[src/rtl/stream_demux.sv]
// stream_demux: one-to-N valid/ready stream demultiplexer.
// Each of the N_OUT = 2**SEL_W output channels owns a single holding register.
// A word is steered to the channel named by in_sel. Each channel stalls
// independently, and a slot can drain and refill in the same cycle, so each
// channel sustains one word per cycle.
// Optional feature: define STREAM_DEMUX_BCAST_EN to enable broadcast.
// With broadcast enabled, in_bcast=1 writes the word into every channel at once.
// Without the macro, in_bcast is accepted on the port but has no effect.
module stream_demux #(
    parameter int  DATA_W = 8,
    parameter int  SEL_W  = 4,
    localparam int N_OUT  = 2 ** SEL_W
) (
    input  logic                    clk,
    input  logic                    rst,
    input  logic                    in_valid,
    output logic                    in_ready,
    input  logic [DATA_W-1:0]       in_data,
    input  logic [SEL_W-1:0]        in_sel,
    input  logic                    in_bcast,
    output logic [N_OUT-1:0]        out_valid,
    input  logic [N_OUT-1:0]        out_ready,
    output logic [N_OUT*DATA_W-1:0] out_data,
    output logic                    busy
);

    // Per-channel holding registers.
    logic              r_valid [N_OUT];
    logic [DATA_W-1:0] r_data  [N_OUT];

    // Slot k is free when it is empty or is being drained in this cycle.
    logic [N_OUT-1:0]  w_free;
    // Slot k is the target of the current input word (selected, or broadcast).
    logic [N_OUT-1:0]  w_hit;
    logic              w_bcast;
    logic              w_accept;

`ifdef STREAM_DEMUX_BCAST_EN
    assign w_bcast = in_bcast;
`else
    // Broadcast is not built, so the request is treated as unicast.
    logic w_unused_bcast;
    assign w_unused_bcast = in_bcast;
    assign w_bcast        = 1'b0;
`endif

    // Decode the free and target flags for each channel.
    genvar gi;
    generate
        for (gi = 0; gi < N_OUT; gi++) begin : g_flags
            assign w_free[gi] = ~r_valid[gi] | out_ready[gi];
            assign w_hit[gi]  = w_bcast | (in_sel == SEL_W'(gi));
        end
    endgenerate

    // in_ready is derived from state, in_sel, out_ready and in_bcast only.
    // It never depends on in_valid, and it is held low during reset.
    // A broadcast needs every slot free. A unicast needs only the addressed slot.
    always_comb begin
        in_ready = 1'b0;
        if (!rst) begin
            if (w_bcast) begin
                in_ready = &w_free;
            end else begin
                in_ready = w_free[in_sel];
            end
        end
    end

    assign w_accept = in_valid & in_ready;

    // Channel registers. A load takes priority over a drain, so a slot that is
    // drained and refilled in the same cycle keeps valid high and shows the
    // new word.
    generate
        for (gi = 0; gi < N_OUT; gi++) begin : g_chan
            // Holding register for channel gi.
            always_ff @(posedge clk) begin
                if (rst) begin
                    r_valid[gi] <= 1'b0;
                    r_data[gi]  <= '0;
                end else if (w_accept && w_hit[gi]) begin
                    r_valid[gi] <= 1'b1;
                    r_data[gi]  <= in_data;
                end else if (out_ready[gi]) begin
                    r_valid[gi] <= 1'b0;
                end
            end

            assign out_valid[gi]                    = r_valid[gi];
            assign out_data[gi*DATA_W +: DATA_W]    = r_data[gi];
        end
    endgenerate

    // busy is derived purely from the valid registers.
    assign busy = |out_valid;

endmodule

[config.mk]
export PLATFORM = sky130hd
export DESIGN_NAME = stream_demux
export DESIGN_NICKNAME = d
export VERILOG_FILES = /design/src/rtl/stream_demux.sv
export SDC_FILE = /design/constraint.sdc
export NUM_CORES = 1
export LEC_CHECK = 0
export CAP_MARGIN = 20
export CELL_PAD_IN_SITES_DETAIL_PLACEMENT = 1
export CELL_PAD_IN_SITES_GLOBAL_PLACEMENT = 2
export CORE_MARGIN = 1.5
export CORE_UTILIZATION = 31
export CTS_CLUSTER_SIZE = 12
export DETAILED_ROUTE_END_ITERATION = 7
export MAX_ROUTING_LAYER = met4
export PLACE_DENSITY_LB_ADDON = 0.1
export SLEW_MARGIN = 10
export SYNTH_ARGS = -nofsm -noshare
export SYNTH_HDL_FRONTEND = slang
export SYNTH_SLANG_ARGS = --single-unit
[constraint.sdc]
create_clock -name clk -period 3.1 [get_ports clk]
set_input_delay 0.31 -clock clk [delete_from_list [all_inputs] [get_ports clk]]
set_output_delay 0.31 -clock clk [all_outputs]
set_load 0.005 [all_outputs]
Word level (Yosys, flattened, before mapping):

Memories as Yosys holds them, arrays and structs flattened.
Index checks and enable logic that the tools add are counted.

* word-level logic and storage cells: 282
* RAM bits: 144
* input port bits: 32
* output and inout bits: 146
* register bits after elaboration: 0
* memories kept: 2

Memory list
* r_data: words 16, width 8, read ports 16, clocked after memory_dff 0, write ports 16, RTL line 29 `logic [DATA_W-1:0] r_data [N_OUT];`
* r_valid: words 16, width 1, read ports 16, clocked after memory_dff 0, write ports 16, RTL line 28 `logic r_valid [N_OUT];`

* reductions and logical operators: 18
* eq/ne operators: 15
* $lt $le $gt $ge: 1
* mux-type cells: 165
* bitwise operators: 81

Operator list (count)
* $mux 1: 148
* $mux 8: 16
* $or 1x1->1: 64
* $eq 4x4->1 const B: 8
* $eq 4x3->1 const B: 4
* $logic_and 1x1->1: 16
* $not 1->1: 16
* $reduce_or 16->1: 1
* $eq 4x2->1 const B: 2
* $lt 4x5->1 const B: 1
* $bmux 1 s4: 1
* $eq 4x1->1 const B: 1
* $logic_not 4->1: 1
* $and 1x1->1: 1

Logic depth before layout (Yosys ltp):

An unclocked memory read counts as a cell.

* depth in word-level cells: 13
* gate-level depth with buffers: 6
* gate-level depth less buffers: 4

Worst setup path after synthesis:

No wires, ideal clock.

* kind: input to register
* start point: in in_sel[1]
* end point: mem r_data[3][0], in the netlist r_data[0][24], enable pin
* stages on the path: 5
* data arrival time: 1.863 ns
* path buffers: 1
* data required time: 2.716 ns
* setup time: 0.384 ns
* setup slack: 0.853 ns
* path through: buf_2 and4b_1 nor4_4 nand2_1 o21ai_0

RTL lines
* from (decl): RTL line 19 `input logic [SEL_W-1:0] in_sel,`
* to (decl): RTL line 29

Worst setup path in the final report:

* start point: in in_sel[1]
* end point: out in_ready

* cells in the longest elaborated chain, start to end: 3

Ends and longest elaborated chain
* $bmux 1 s4: RTL line 65 `in_ready = w_free[in_sel];`
* $mux 1 (implied by the code): RTL line 65
* $mux 1: RTL line 61 `if (!rst) begin`
* to (decl): RTL line 17 `output logic in_ready,`

Every way passes these cells. The select of a mux whose other input is x is not followed.

==> results.yml <==
final_layout:
  multiInputGateArea_um2: 1444
  fin_area_um2: 8615
  drive_gt1_frac: 0.1082
  seqCellArea_um2: 4324
  fillers: 1910
  area_delta_synth_final_pct: 46.99
  nNetsFinal: 658
  insertedDiodeCount: 0
sta:
  rsz0062_at_grt: "no"
  fin_setup_tns_ps: 0
  finClkSkew_ps: 7.090
  layout_min_cycle_time_ps: 2716
  fmax_ghz: 0.3682
  hold_viol_final: 0
  fin_ws_ps: 384.2
  worstMarginPinSlew_ps: 896.5
  maxSlewViolCount: 0
  fin_crit_sh: 0.8761
  timing.slew.headroom: 0.3997
  setup_viol: 0
routing:
  first_iter_violations: 228
  drc_errors: 0
  vias: 4124
  firstDrtPassIters: 4
  post_drt_wl_per_cell_um: 19.90
  viasPerCell: 4.729
  wl_um: 17350
  antenna_left: 0
placed_design:
  pre_cts_ws_ps: 380.9
  place_congestion: 0.7632
  dpl_cell_area_um2: 8045
  dp_hpwl_um: 12570
  numPortBuffers: 176
worst_setup_path:
  required_ps: 2790
  cp.arrival_ps: 2410
  critPathTopFamily: "buffers and inverters"
  slowest_delay_ps: 590
  worst-r2r-setup-slack_ps: 1090
  critPathMaxFanout: 21
  crit_buf_inv: 3
  crit_chain: "clkdlybuf4s50_1 -> buf_12 -> and4b_1 -> nor4_4 -> nor3_1 -> a311oi_1 -> clkdlybuf4s50_1"
  crit_path_frequent_cell: "clkdlybuf4s50_1"
  endpoint_kind: "output pin"
  startpoint_type: "input pin"
  critical_path_class: "in2out"
  worst_path_max_delay_cell: "clkdlybuf4s50_1"
status:
  status: "complete, no violations"
synthesis:
  syn_inst: 423
  ys_seq_elements: 144
  muxShareOfSynthArea: 0.003843
  synth_xor_area_frac: 0
  avgSynthCellArea_um2: 13.85
  ys_warn_count: 0
  synth_area_leader_cell: "edfxtp_1"
  synthTopCellsByArea: "edfxtp_1, and2_1, nor2_1, nand2_1, or2_2"
  synth_top_family_by_area: "simple AND/OR/NAND/NOR gates"
  synth_edf_count: 144
  synth-simple-area-share: 0.2092
  synth_compound_area_frac: 0.03330
  synth_nets: 455
  synth-adder-area-share: 0
  ys_async_sr_fraction: 0
  netlist.area_leader.share: 0.7378
  yosysSeqAreaShare: 0.7378
  synth_cell_types: 35
  synth_ff_type: "edfxtp_1"
  synth_area_um2: 5861
floorplan:
  die_area_um2: 19740
  rows: 50
  io_pins: 178
  die_x_um: 140.5
  die_height_um: 140.5
  initial_core_util: 0.3144
  design.core.area_um2: 18640
clock_network:
  cts.sinks: 144
  h-tree-depth: 4
  clk_latency_ps: 420
  cts_root_buffer: "clkbuf_16"
  post_cts_buffers: 0
  cts_resized: 0
  clk_path_buf_depth: 2
  clkTransAtPathRegs_ps: 60
  cts_tree: "yes"
  cts_buffers: 17
  hold_buffers: 0
global_routing:
  grtUsageTotal: 0.1858
  grt_max_degree: 22
  first_global_vias: 4364
  grt-ovfl-total: 0
  antenna_found_initial: 0
  grt_pass1_wl_um: 25850
run:
  maxCapViolCount: 0
pwr:
  p_leak_nw: 3.069
  powerDensity_nw_per_um2: 537.3
  vdd_drop_max_uv: 358.4
hold_path:
  hp-class: "in2reg"
per-layer routing:
layer	vias to the layer above	GRT usage	wire [µm]
met5	-	-	0
met4	0	0.05976	301
met3	21	0.04581	892
met2	136	0.3059	8549
met1	2037	0.2256	7606
li1	1930	-	-
metrics by stage:
stage,hold slack (ps),std cells,total power [mW],utilization
after floorplan,506.1,423,2.401,-
after global placement,851.4,841,2.686,0.4315
after detailed placement,856.4,841,2.694,0.4315
after CTS,564.4,872,4.681,0.4621
after global routing,578.3,872,4.787,0.4621
final,579.5,872,4.629,0.4621
placed cells by master (no fill, tap or decap), drive strengths merged, types with 3 or more instances in the layout:
master,instances
a211o,4
a311oi,3
and2,67
buf,25
clkbuf,18
clkdlybuf4s50,176
clkinv,5
clkinvlp,5
edfxtp,144
inv,7
nand2,20
nand2b,7
nand3,6
nand3b,6
nor2,72
nor2b,5
nor3,6
nor4,5
nor4bb,4
o211ai,4
o21ai,14
or2,12
or3,6
where the power goes:
part	leakage (nW)	internal [mW]	switching (mW)
Clock	0.260	1.18	0.804
Combinational	1.28	0.209	0.192
Sequential	1.52	2.21	0.0299
Total	3.07	3.60	1.03
area by class of cell:
cell class                      count  share of cell area
Clock buffer                       18             0.04982
Tap cell                          234             0.03399
Inverter                            6            0.002614
Sequential cell                   144              0.5020
Clock inverter                     13             0.01627
Multi-Input combinational cell    256              0.1676
Timing Repair Buffer              201              0.2277
cell usage after synthesis (6+ instances only):
cell / count
nor3_1: 6
or3_1: 6
nand2b_1: 7
nand3_1: 6
or2_2: 12
clkbuf_1: 12
and2_1: 67
edfxtp_1: 144
nor2_1: 72
o21ai_0: 13
nand3b_1: 6
nand2_1: 20
flip-flops by register name, summed over array words and instances (netlist names):
name     cells
r_data     128
r_valid     16
cells by family after synthesis:
logic type	Yosys count
compound gates	29
flops	144
simple gates	226
buf+inv	23
mux	1
path summary, 6_finish.rpt:
check                              startpoint             to  depth (start not counted)
worst min register to register  r_valid[1][4]  r_valid[1][4]                          2
worst max register to register  r_valid[0][3]   r_data[0][1]                          6
worst max-delay path                in_sel[1]       in_ready                          7
worst min-delay path             out_ready[4]  r_valid[0][4]                          2
Power figures use the tool's default switching activity.
